==> config.mk <==
export PLATFORM = sky130hd
export DESIGN_NAME = inst_fetch_unit
export DESIGN_NICKNAME = d
export VERILOG_FILES = /design/src/rtl/inst_fetch_unit.sv
export SDC_FILE = /design/constraint.sdc
export NUM_CORES = 1
export LEC_CHECK = 0
export CAP_MARGIN = 20
export CORE_ASPECT_RATIO = 1.2
export CORE_UTILIZATION = 48
export DETAILED_ROUTE_END_ITERATION = 6
export PLACE_DENSITY = 0.76
export REMOVE_ABC_BUFFERS = 1
export SLEW_MARGIN = 25
export SYNTH_ARGS = -nofsm -noshare
export SYNTH_HDL_FRONTEND = slang
export SYNTH_SLANG_ARGS = --single-unit
export TNS_END_PERCENT = 1
==> constraint.sdc <==
create_clock -name clk -period 3.1 [get_ports clk]
set_input_delay 0.31 -clock clk [delete_from_list [all_inputs] [get_ports clk]]
set_output_delay 0.31 -clock clk [all_outputs]
set_load 0.03 [all_outputs]
==> src/rtl/inst_fetch_unit.sv <==
// inst_fetch_unit: fetch PC sequencer for a combinational instruction memory,
// feeding decode through a small registered prefetch FIFO.
//
// Ports:
//   clk, rst_n          - clock (rising edge), async active-low reset
//   fetch_enable        - permits new fetches when high
//   imem_addr           - byte address to instruction memory (= fetch_pc)
//   imem_rdata          - instruction word returned in the same cycle
//   redirect_valid/_pc  - one-cycle flush and restart at redirect_pc
//   out_valid/_ready    - decode-side handshake for the FIFO head
//   out_inst, out_pc    - head instruction word and its address
//   fetch_fault         - sticky flag: illegal fetch address reached
module inst_fetch_unit #(
    parameter logic [31:0] RESET_PC   = 32'h0000_0000,
    parameter int unsigned IMEM_BYTES = 88,
    parameter int unsigned FIFO_DEPTH = 2
) (
    input  logic        clk,
    input  logic        rst_n,
    input  logic        fetch_enable,
    output logic [31:0] imem_addr,
    input  logic [31:0] imem_rdata,
    input  logic        redirect_valid,
    input  logic [31:0] redirect_pc,
    output logic        out_valid,
    input  logic        out_ready,
    output logic [31:0] out_inst,
    output logic [31:0] out_pc,
    output logic        fetch_fault
);

    localparam int PW = (FIFO_DEPTH > 1) ? $clog2(FIFO_DEPTH) : 1;
    localparam int CW = $clog2(FIFO_DEPTH) + 1;

    typedef enum logic {
        S_RUN   = 1'b0,
        S_FAULT = 1'b1
    } state_t;

    state_t          state_q;
    state_t          state_d;

    logic [31:0]     fetch_pc_q;
    logic [31:0]     fetch_pc_d;
    logic [PW-1:0]   wr_ptr_q;
    logic [PW-1:0]   wr_ptr_d;
    logic [PW-1:0]   rd_ptr_q;
    logic [PW-1:0]   rd_ptr_d;
    logic [CW-1:0]   count_q;
    logic [CW-1:0]   count_d;

    logic [31:0]     fifo_pc_q   [FIFO_DEPTH];
    logic [31:0]     fifo_pc_d   [FIFO_DEPTH];
    logic [31:0]     fifo_inst_q [FIFO_DEPTH];
    logic [31:0]     fifo_inst_d [FIFO_DEPTH];

    logic [31:0]     hold_pc_q;
    logic [31:0]     hold_pc_d;
    logic [31:0]     hold_inst_q;
    logic [31:0]     hold_inst_d;

    logic            pc_legal;
    logic            full;
    logic            pop;
    logic            push_try;
    logic            push;
    logic            fault_hit;

    // ------------------------------------------------------------------
    // Handshake and fetch qualification
    // ------------------------------------------------------------------
    // The 33-bit sum keeps a PC near the top of the address space from
    // wrapping into an apparently legal value.
    always_comb begin
        pc_legal  = (fetch_pc_q[1:0] == 2'b00) &&
                    (({1'b0, fetch_pc_q} + 33'd4) <= 33'(IMEM_BYTES));
        full      = (count_q == CW'(FIFO_DEPTH));
        out_valid = (count_q != '0);
        pop       = out_valid && out_ready;
        // A full FIFO can still take a word when the head leaves this cycle.
        push_try  = (state_q == S_RUN) && fetch_enable &&
                    !redirect_valid && (!full || pop);
        push      = push_try && pc_legal;
        fault_hit = push_try && !pc_legal;
    end

    // ------------------------------------------------------------------
    // FSM: state register
    // ------------------------------------------------------------------
    always_ff @(posedge clk or negedge rst_n) begin
        if (!rst_n) begin
            state_q <= S_RUN;
        end else begin
            state_q <= state_d;
        end
    end

    // ------------------------------------------------------------------
    // FSM: next state
    // ------------------------------------------------------------------
    always_comb begin
        state_d = state_q;
        unique case (state_q)
            S_RUN: begin
                if (redirect_valid) begin
                    state_d = S_RUN;
                end else if (fault_hit) begin
                    state_d = S_FAULT;
                end
            end
            S_FAULT: begin
                if (redirect_valid) begin
                    state_d = S_RUN;
                end
            end
            default: state_d = S_RUN;
        endcase
    end

    // ------------------------------------------------------------------
    // FSM: outputs
    // ------------------------------------------------------------------
    always_comb begin
        fetch_fault = (state_q == S_FAULT);
    end

    // ------------------------------------------------------------------
    // Fetch PC and FIFO bookkeeping
    // ------------------------------------------------------------------
    always_comb begin
        fetch_pc_d = fetch_pc_q;
        wr_ptr_d   = wr_ptr_q;
        rd_ptr_d   = rd_ptr_q;
        count_d    = count_q;
        for (int i = 0; i < FIFO_DEPTH; i++) begin
            fifo_pc_d[i]   = fifo_pc_q[i];
            fifo_inst_d[i] = fifo_inst_q[i];
        end

        if (redirect_valid) begin
            // Flush wins over any push or pop in the same cycle.
            fetch_pc_d = redirect_pc;
            wr_ptr_d   = '0;
            rd_ptr_d   = '0;
            count_d    = '0;
        end else begin
            if (push) begin
                fifo_pc_d[wr_ptr_q]   = fetch_pc_q;
                fifo_inst_d[wr_ptr_q] = imem_rdata;
                wr_ptr_d              = wr_ptr_q + PW'(1);
                fetch_pc_d            = fetch_pc_q + 32'd4;
            end
            if (pop) begin
                rd_ptr_d = rd_ptr_q + PW'(1);
            end
            count_d = count_q + CW'(push) - CW'(pop);
        end
    end

    // Remember the current head so the outputs stay stable once it leaves.
    always_comb begin
        hold_pc_d   = hold_pc_q;
        hold_inst_d = hold_inst_q;
        if (out_valid) begin
            hold_pc_d   = fifo_pc_q[rd_ptr_q];
            hold_inst_d = fifo_inst_q[rd_ptr_q];
        end
    end

    always_ff @(posedge clk or negedge rst_n) begin
        if (!rst_n) begin
            fetch_pc_q  <= RESET_PC;
            wr_ptr_q    <= '0;
            rd_ptr_q    <= '0;
            count_q     <= '0;
            hold_pc_q   <= '0;
            hold_inst_q <= '0;
        end else begin
            fetch_pc_q  <= fetch_pc_d;
            wr_ptr_q    <= wr_ptr_d;
            rd_ptr_q    <= rd_ptr_d;
            count_q     <= count_d;
            hold_pc_q   <= hold_pc_d;
            hold_inst_q <= hold_inst_d;
        end
    end

    always_ff @(posedge clk or negedge rst_n) begin
        if (!rst_n) begin
            for (int i = 0; i < FIFO_DEPTH; i++) begin
                fifo_pc_q[i]   <= '0;
                fifo_inst_q[i] <= '0;
            end
        end else begin
            for (int i = 0; i < FIFO_DEPTH; i++) begin
                fifo_pc_q[i]   <= fifo_pc_d[i];
                fifo_inst_q[i] <= fifo_inst_d[i];
            end
        end
    end

    // ------------------------------------------------------------------
    // Outputs
    // ------------------------------------------------------------------
    always_comb begin
        imem_addr = fetch_pc_q;
        if (out_valid) begin
            out_pc   = fifo_pc_q[rd_ptr_q];
            out_inst = fifo_inst_q[rd_ptr_q];
        end else begin
            out_pc   = hold_pc_q;
            out_inst = hold_inst_q;
        end
    end

endmodule

==> summary.md <==
| Metric | Value |
|---|---|
| Status | completed |
| I/O pins | 167 |
| Asr flop ratio synth | 100% |
| Clock Latency Late Sink | ~500 ps |
| Total GRT Usage | 21.4% |
| RSZ-0062 raised after global routing | yes |
| Final HPWL DP | roughly 14,000 um |
| Mapped Avg Cell Area | between 10 and 15 um2 |
| Clock Sinks | between 200 and 250 |
| Worst r2r src | imem_addr[2] |
| Period utilization | between 90% and 100% |
| Worst Hold Depth | 3 |
| Seq/Total Area, Yosys | 58.7% |
| CTS tree | built |
| Core Area | a little under 20,000 um2 |
| R2R setup slack | 60 ps |
| Residual DRC | 0 |
| Final core utilization | around two thirds |
| Syn. warnings | 0 |
| Worst setup startpoint | imem_addr[2] |
| Yosys reg bits | roughly 230 |
| Critical path class | flop to flop |
| Post-Syn Area | 9760 um2 |
| Crit start category | flop |
| Fmax | ~330 MHz |
| Die X | roughly 130 um |
| DRT Wirelength | around 22,000 um |
| Setup slack after layout | approximately 60 ps |
| WP data arrival | around 3400 ps |
| Final min period | roughly 3000 ps |
| Placement Setup Slack | -40.6 ps |
| Slew HR | approximately half |
| Worst Skew | 14.4 ps |
| Htree depth | 1 |
| Hold Crit Start | redirect_pc[7] |
| Post-synthesis instance total | between 700 and 800 |
| CP Capture Type | flop |
| Initial Util | 49.4% |
| Layout cells sized above 1 | 20.7% |
| Pin count of the biggest net entering global routing | 101 |
| Pre-antenna DRT Iters | 5 |
| Pwr/cell area | 868 nW/um2 |
| Clock Tree Root | clkbuf_16 |
| Total Die Area | ~21,000 um2 |
| Final Max Slew Viols | 0 |
| Max clock buf depth | 3 |
| Final #Nets | 1,052 |
| I/O Buffers | around 170 |
| Clk slew on worst S/H paths | 60 ps |
| Setup-failing EPs final | 0 |
| Maximum vdd drop | 0.593 mV |
| Diode count | 0 |
| Setup bufs post-CTS | 0 |
| Area grow syn2layout | 32.2% |
| Pleak | approximately 5.8 nW |
| Grt ovf | 0 |
| # rows | 56 |
| TritonCTS Buffers | 24 |
| DR WL/cell | between 15 and 20 um |
| Setup TNS | 0 ps |
| Max_cap viols | 0 |
| Initial DRC count | between 200 and 250 |
| Post-synth EDFFs | 0 |
| Primary FF master, synth | dfrtp_1 |
| Worst hold margin | roughly 380 ps |
| Cell variety after synth | 46 |
| Worst r2r dst | count_q[1] |
| Worst slew pin tran | between 700 and 800 ps |
| Routed via count | roughly 6.6k |
| CP required | 3470 ps |
| Reg2reg path depth | 14 |
| Final hold vios | 0 |
| Tightest Hold Check Type | primary input to flop |
| Crit path max fanout | 5 |
| DR vias/cell | around 5.3 |
| First-pass GRT wire length | 35,500 um |
| CP endpoint | count_q[1] |
| Gpl congestion | around 0.87 |
| Initial antenna violation count | 0 |
| Die Height | 158 um |
| Vias in the first global route | slightly below 7k |
| Final ANT Viol Nets | 0 |
-- Yosys cell counts (2+ instances only) --
| library cell | instances | share of area, % |
|---|---|---|
| and4_1 | 4 | 0.36 |
| a21o_1 | 2 | 0.15 |
| mux2_1 | 3 | 0.35 |
| buf_1 | 5 | 0.19 |
| a221oi_1 | 2 | 0.18 |
| nor2b_1 | 30 | 1.9 |
| and3_1 | 7 | 0.45 |
| nand3_1 | 10 | 0.51 |
| buf_4 | 2 | 0.15 |
| o31ai_1 | 2 | 0.15 |
| nand4_1 | 11 | 0.70 |
| mux2_4 | 20 | 3.1 |
| o21ai_0 | 8 | 0.41 |
| or2_2 | 3 | 0.19 |
| nand2b_1 | 3 | 0.19 |
| xnor2_1 | 11 | 0.99 |
| mux2i_1 | 69 | 7.1 |
| a22oi_1 | 2 | 0.15 |
| inv_1 | 7 | 0.27 |
| clkbuf_1 | 27 | 1.0 |
| nor3_1 | 11 | 0.56 |
| and2_1 | 30 | 1.9 |
| nand2_1 | 21 | 0.81 |
| nor2_1 | 79 | 3.0 |
| ha_1 | 4 | 0.51 |
| dfrtp_1 | 229 | 59 |
| buf_2 | 8 | 0.41 |
| nor4_1 | 8 | 0.51 |
| xor2_1 | 6 | 0.54 |
| a21oi_1 | 68 | 3.5 |
| a22o_1 | 2 | 0.18 |
| buf_6 | 7 | 0.81 |
| mux2_2 | 77 | 8.9 |
-- worst min path at each step --
stage | endpoint | slack [ps]
6_report | imem_addr[7] | 380
5_1_grt | imem_addr[25] | 410
4_1_cts | imem_addr[7] | 370
3_5_place_dp | hold_pc_q[19] | 400
3_3_place_gp | hold_pc_q[19] | 390
2_1_floorplan | count_q[0] | 10
-- area by class of cell --
class                   instances  area, um2
well taps                     261        327
flip-flops and latches        229       5730
multi-input cells             507       3830
fillers                      1515       6850
clock inverters                10        179
repair buffers                210       2090
clock buffers                  33        716
inverters                       7       26.3
-- layout by cell type (no fill, tap or decap), drive strengths merged, types with 3 or more instances in the layout --
master,n
nand4,11
and2,30
clkbuf,33
bufinv,5
nor2,79
nor4,9
buf,44
clkinv,4
nor2b,30
o21ai,8
nand2b,3
inv,8
mux2,100
ha,4
a21oi,68
nand2,21
clkdlybuf4s50,164
or2,4
and4,4
dfrtp,229
nor3,12
xor2,6
xnor2,11
and3,7
mux2i,69
nand3,10
-- cells by family after synthesis --
group | synth area share, %
DFF | 58.7
and+or+nand+nor | 11.5
muxes | 19.4
buffers and inverters | 2.87
xor gates and xnor gates | 1.53
adders and majority gates | 0.513
AOI/OAI and AO/OA | 5.47
-- flip-flops by register name, indices dropped and copies added (netlist names) --
signal	flops
count_q	2
fetch_fault	1
fifo_inst_q	64
fifo_pc_q	64
hold_inst_q	32
hold_pc_q	32
imem_addr	32
rd_ptr_q	1
wr_ptr_q	1
-- per-layer routing --
metal | vias up | global-route usage [%] | wire [um]
li1 | 3134 | - | -
met1 | 3263 | 27.1 | 9070
met2 | 194 | 36.0 | 10700
met3 | 41 | 5.19 | 1420
met4 | 0 | 7.28 | 543
met5 | - | 0 | 0
-- stage by stage --
stage | area [um2] | std cells | total power [mW]
floorplan | 9510 | 742 | 6.43
finish | 12900 | 1257 | 11.2
detailed placement | 11900 | 1212 | 8.06
CTS | 12800 | 1257 | 11.3
global route | 12900 | 1257 | 11.7
global placement | 11900 | 1212 | 8.00
-- timing repair --
action,in CTS,in global routing
gates cloned,1,0
gates resized for setup,1,17
hold buffers,1,0
hold endpoints to repair,96,0
pin swaps,3,3
setup endpoints to repair,68,128
-- worst max-delay path, cell delays in order, from the launching register on --
cell and delay [ps]:
dfrtp_1 400, ha_2 190, and2_4 180, xnor2_2 120, a31oi_1 110, or4_4 550
nor4_4 130, nand4_1 180, nor3_2 280, inv_1 80, ha_1 280, inv_1 40
ha_1 180, xnor2_1 150, nor2_1 50
-- report_power, final --
group | internal (mW) | switching, mW | total (mW)
combinational | 1.71 | 2.62 | 4.32
sequential | 3.50 | 0.209 | 3.70
clock | 2.03 | 1.15 | 3.17
Note: power is estimated with default switching activity, not from simulation.
